==> src/rtl/cpu_if.sv <==
// Instruction fetch bus between the core and its instruction memory.
// The core drives pc; the memory returns the addressed word combinationally.
interface cpu_if;
  logic [31:0] pc;
  logic [31:0] instruction;

  modport master (output pc, input instruction);
  modport slave  (input pc, output instruction);
endinterface

==> src/rtl/cpu.sv <==
// Single-cycle 8-bit core: PC, 8x8 register file, ALU and decode.
// One instruction retires per rising edge; reset is asynchronous, active-low.
module reg_file (
  input  logic       clk,
  input  logic       reset,
  input  logic [2:0] read_addr_a,
  input  logic [2:0] read_addr_b,
  output logic [7:0] read_data_a,
  output logic [7:0] read_data_b,
  input  logic       write_en,
  input  logic [2:0] write_addr,
  input  logic [7:0] write_data
);
  logic [7:0] registerArray [0:7];

  assign read_data_a = registerArray[read_addr_a];
  assign read_data_b = registerArray[read_addr_b];

  always_ff @(posedge clk or negedge reset) begin
    if (!reset) begin
      for (int i = 0; i < 8; i++) registerArray[i] <= '0;
    end else if (write_en) begin
      registerArray[write_addr] <= write_data;
    end
  end
endmodule

module cpu (
  input logic clk,
  input logic reset,
  cpu_if.master bus
);
  typedef enum logic [7:0] {
    OP_LOADI = 8'h00,
    OP_MOV   = 8'h01,
    OP_ADD   = 8'h02,
    OP_SUB   = 8'h03,
    OP_AND   = 8'h04,
    OP_OR    = 8'h05,
    OP_J     = 8'h06,
    OP_BEQ   = 8'h07
  } opcode_t;

  typedef enum logic [2:0] {
    ALU_PASS_B,
    ALU_ADD,
    ALU_SUB,
    ALU_AND,
    ALU_OR
  } alu_op_t;

  logic [31:0] pc_q;
  logic [31:0] pc_plus4;
  logic [31:0] offset_ext;
  logic [31:0] pc_next;
  logic [7:0]  opcode;
  logic [7:0]  dest_field;
  logic [7:0]  src1_field;
  logic [7:0]  src2_field;
  logic [7:0]  rs1_data;
  logic [7:0]  rs2_data;
  logic [7:0]  operand_b;
  logic [7:0]  alu_result;
  logic        alu_zero;
  alu_op_t     alu_op;
  logic        write_en;
  logic        use_imm;
  logic        is_jump;
  logic        is_beq;
  logic        branch_taken;
  logic        unused_src1_hi;

  assign opcode     = bus.instruction[31:24];
  assign dest_field = bus.instruction[23:16];
  assign src1_field = bus.instruction[15:8];
  assign src2_field = bus.instruction[7:0];

  // Only the low 3 bits of a source-register field select a register.
  assign unused_src1_hi = ^src1_field[7:3];

  reg_file registerFile (
    .clk         (clk),
    .reset       (reset),
    .read_addr_a (src1_field[2:0]),
    .read_addr_b (src2_field[2:0]),
    .read_data_a (rs1_data),
    .read_data_b (rs2_data),
    .write_en    (write_en),
    .write_addr  (dest_field[2:0]),
    .write_data  (alu_result)
  );

  always_comb begin
    alu_op   = ALU_PASS_B;
    write_en = 1'b0;
    use_imm  = 1'b0;
    is_jump  = 1'b0;
    is_beq   = 1'b0;
    case (opcode)
      OP_LOADI: begin write_en = 1'b1; use_imm = 1'b1; end
      OP_MOV:   write_en = 1'b1;
      OP_ADD:   begin write_en = 1'b1; alu_op = ALU_ADD; end
      OP_SUB:   begin write_en = 1'b1; alu_op = ALU_SUB; end
      OP_AND:   begin write_en = 1'b1; alu_op = ALU_AND; end
      OP_OR:    begin write_en = 1'b1; alu_op = ALU_OR; end
      OP_J:     is_jump = 1'b1;
      OP_BEQ:   begin is_beq = 1'b1; alu_op = ALU_SUB; end
      default:  ;
    endcase
  end

  assign operand_b = use_imm ? src2_field : rs2_data;

  always_comb begin
    alu_result = operand_b;
    case (alu_op)
      ALU_ADD: alu_result = rs1_data + operand_b;
      ALU_SUB: alu_result = rs1_data + (~operand_b + 8'd1);
      ALU_AND: alu_result = rs1_data & operand_b;
      ALU_OR:  alu_result = rs1_data | operand_b;
      default: alu_result = operand_b;
    endcase
  end

  assign alu_zero = (alu_result == 8'd0);

  // Branch offset counts words relative to the following instruction.
  assign pc_plus4     = pc_q + 32'd4;
  assign offset_ext   = {{22{dest_field[7]}}, dest_field, 2'b00};
  assign branch_taken = is_jump | (is_beq & alu_zero);
  assign pc_next      = branch_taken ? (pc_plus4 + offset_ext) : pc_plus4;

  always_ff @(posedge clk or negedge reset) begin
    if (!reset) pc_q <= '0;
    else        pc_q <= pc_next;
  end

  assign bus.pc = pc_q;
endmodule

==> src/flat_wrapper.sv <==
// flat-port wrapper written by rule: the top's interface ports become plain ports
module cpu_flat 
  (clk, reset, bus_pc, bus_instruction);
  cpu_if bus_i ();
  input logic clk;
  input logic reset;
  output wire logic [$bits(bus_i.pc)-1:0] bus_pc;
  input wire logic [$bits(bus_i.instruction)-1:0] bus_instruction;
  assign bus_pc = bus_i.pc;
  assign bus_i.instruction = bus_instruction;
  cpu u_core (.clk(clk), .reset(reset), .bus(bus_i));
endmodule
==> config.mk <==
export PLATFORM = sky130hd
export DESIGN_NAME = cpu_flat
export DESIGN_NICKNAME = d
export VERILOG_FILES = /design/src/rtl/cpu_if.sv /design/src/rtl/cpu.sv /design/src/flat_wrapper.sv
export SDC_FILE = /design/constraint.sdc
export NUM_CORES = 1
export LEC_CHECK = 0
export CORE_UTILIZATION = 55
export DETAILED_ROUTE_END_ITERATION = 10
export PLACE_DENSITY_LB_ADDON = 0.08
export SYNTH_ARGS = -nofsm -noshare
export SYNTH_HDL_FRONTEND = slang
export SYNTH_HIERARCHICAL = 1
export SYNTH_SLANG_ARGS = --single-unit
==> constraint.sdc <==
create_clock -name clk -period 4.9 [get_ports clk]
set_clock_uncertainty 0.1 [all_clocks]
set_input_delay 0.49 -clock clk [delete_from_list [all_inputs] [get_ports clk]]
set_output_delay 0.49 -clock clk [all_outputs]
set_load 0.005 [all_outputs]
==> flow_summary.json <==
{
  "status": "complete, no violations",
  "ys_types": 75,
  "totalPowerFinal_w": 0.002921,
  "ys_ff_latch": 94,
  "cts-resized-gates": 0,
  "reg2regPathDepth": 16,
  "end_kind": "flop",
  "p_per_area_nw_per_um2": 307.6,
  "cp_max_fo": 19,
  "firstDrtPassIters": 4,
  "slowest_stage": "clkdlybuf4s50_1",
  "pin_count": 66,
  "drive_above_1_share": 0.2573,
  "slew_headroom": 0.4607,
  "p_leak_nw": 4.578,
  "cts.sinks": 94,
  "overflow": 0,
  "crit_type": "in2reg",
  "cp_top_family": "multiplexers",
  "cts.clk_slew.worst_paths_ns": 0.07,
  "timing.hold.ws_ns": 0.1009,
  "fmax_mhz": 218.3,
  "route.detailed.wl_per_inst_um": 20.07,
  "grt_max_degree": 55,
  "first_iter_violations": 430,
  "tightest_slew_ns": 0.8055,
  "grt_pass1_wl_um": 33350,
  "avgSynthCellArea_um2": 10.74,
  "cap_violations": 0,
  "drc": 0,
  "ir_drop_v": 0.0003688,
  "finalSetupViolCount": 0,
  "core_area_um2": 14040,
  "cp_data_required_time_ns": 5.03,
  "post_cts_buffers": 0,
  "finalHoldViolCount": 0,
  "yosys_warnings": 6,
  "final_common_cell": "mux2_2",
  "crit_buf_inv": 4,
  "cts_tree": "yes",
  "grt_pass1_vias": 6630,
  "setup_tns_ns": 0,
  "crit_path_cell_trace": "clkdlybuf4s50_1 > buf_12 > mux4_2 > mux2_2 > mux2_2 > ha_4 > inv_1 > ha_1 > nor2b_1 > o21a_1 > o221a_2 > a211oi_1 > a31o_2 > nand4b_2 > nor4_4 > nor2_4 > buf_12 > mux2_4",
  "dp_hpwl_um": 15450,
  "fin_nets": 933,
  "min_path_type": "in2async",
  "die_x_um": 122.9,
  "antenna_found_initial": 0,
  "routed_via_density": 6.249,
  "die_h_um": 122.9,
  "area_delta_synth_final_pct": 18.16,
  "ant_nets": 0,
  "final_cells": 1031,
  "initial_core_util": 0.5722,
  "grt_usage": 0.2918,
  "post-place-cells": 1016,
  "syn_inst": 748,
  "fillCellCount": 1096,
  "async_flop_share": 1.000,
  "rows": 43,
  "fin_crit_ns": 4.581,
  "insertedDiodeCount": 0,
  "routabilityCongestion": 0.9284,
  "worstPathArrival_ns": 4.71,
  "finalCritPeriodShare": 0.9349,
  "wirelength_um": 20690,
  "synth_edf_count": 0,
  "synth_ff_type": "dfrtp_1",
  "rsz0062_at_grt": "false",
  "die-area_um2": 15100,
  "cts_made_buffers": 9,
  "syn-cell-area_um2": 8035,
  "vias": 6443,
  "critical-path-max-stage-delay_ns": 0.52,
  "cp_num_cells": 18,
  "cts-root-buf": "clkbuf_16",
  "ctsHoldBuffers": 0,
  "drv_slew": 0,
  "worst_skew_pair.late_latency_ns": 0.35,
  "htreeDepth": 3,
  "critPathLaunchType": "input pin",
  "portBuffers": 58,
  "utilization": 0.6761,
  "final_cell_mix": "103 x mux2_2, 94 x dfrtp_1, 57 x buf_4",
  "clk_path_buf_depth": 2,
  "synth_seq_area_share": 0.2927
}
## worst paths after layout
path	from	end	slack (ns)
min in group clk	u_core/registerFile/registerArray[35]	u_core/registerFile/registerArray[35]	0.42
min reg2reg	u_core/registerFile/registerArray[35]	u_core/registerFile/registerArray[35]	0.42
max	bus_instruction[2]	u_core/bus.pc[17]	0.32
max in group asynchronous	reset	u_core/registerFile/registerArray[54]	3.58
max reg2reg	u_core/registerFile/registerArray[49]	u_core/bus.pc[17]	0.56
min	reset	u_core/registerFile/registerArray[27]	0.10
## cell usage after synthesis, types with 4 or more instances
cell      instances  area [µm²]
buf_2            10       50.05
clkbuf_1         12       45.04
nor4_1            8       50.05
o31ai_1           5       37.54
ha_1             50       625.6
o211ai_1          7       52.55
nand3_1          22       110.1
a21oi_1          39       195.2
mux2i_1           6       60.06
dfrtp_1          94        2352
nand4b_1          4       35.03
a21o_1           15       112.6
mux4_1           29       762.0
inv_1            35       131.4
o21a_1            4       30.03
nand4_1           8       50.05
mux2_2          103        1160
mux2_4           10       150.1
xor2_1           18       157.7
buf_6             4       45.04
o21ai_0          22       110.1
a211oi_1          7       52.55
nor2b_1           6       37.54
nor2_1           35       131.4
xnor2_1          41       359.1
o21bai_1          4       30.03
nor3_1           13       65.06
and2_1            6       37.54
nand2_1          36       135.1
and3_1           10       62.56
or2_2             5       31.28
nand2b_1          6       37.54
a31oi_1           6       37.54
## kinds of logic (layout without fill, tap and decap cells)
| kind of cell | Yosys count | count (layout) | synth area share |
|---|---|---|---|
| xor gates and xnor gates | 59 | 59 | 0.06431 |
| buffers and inverters | 68 | 170 | 0.04204 |
| and+or+nand+nor | 183 | 183 | 0.1285 |
| DFF | 94 | 94 | 0.2927 |
| muxes | 151 | 151 | 0.2737 |
| other | 1 | 2 | 0.0004667 |
| adders and majority gates | 52 | 52 | 0.08284 |
| AOI/OAI and AO/OA | 140 | 140 | 0.1154 |
## worst register-to-register path: cells and delay by family (launching register included)
kind / cells / cell delay (ns)
muxes: 4 / 1.45
AOI/OAI and AO/OA: 4 / 0.82
and+or+nand+nor: 4 / 0.69
adders and majority gates: 2 / 0.52
DFF: 1 / 0.40
buffers and inverters: 2 / 0.24
## per-layer routing
| metal | global-route usage | up-vias | share of wire |
|---|---|---|---|
| met5 | 0 | - | 0 |
| met4 | 0.07546 | 0 | 0.016 |
| met3 | 0.03067 | 23 | 0.030 |
| met2 | 0.5334 | 134 | 0.52 |
| met1 | 0.3645 | 3255 | 0.43 |
| li1 | - | 3031 | - |
## layout make-up
class	count	area [µm²]	share of cell area
clock buffers	9	225.2	0.02372
well taps	180	225.2	0.02372
clock inverters	6	72.57	0.007644
multi-input cells	587	5393	0.5680
flip-flops and latches	94	2352	0.2478
inverters	35	131.4	0.01384
repair buffers	120	1095	0.1153
## where the power goes
group	switching (W)	internal, W
logic	0.000621	0.000641
clock network	0.000313	0.000397
registers	0.0000965	0.000852
total	0.00103	0.00189
## registers in the layout, indices dropped and copies added, names as in the netlist
register                           cells
u_core/bus.pc                         30
u_core/registerFile/registerArray     64
## per-stage QoR
stage	worst slack (ns)	instance area, µm²
after floorplan	0.2839	8039
after global placement	-0.2474	9144
after detailed placement	-0.2660	9144
after CTS	0.06295	9442
after global routing	0.1484	9494
final	0.3190	9494
(Power assumes the default switching activity.)
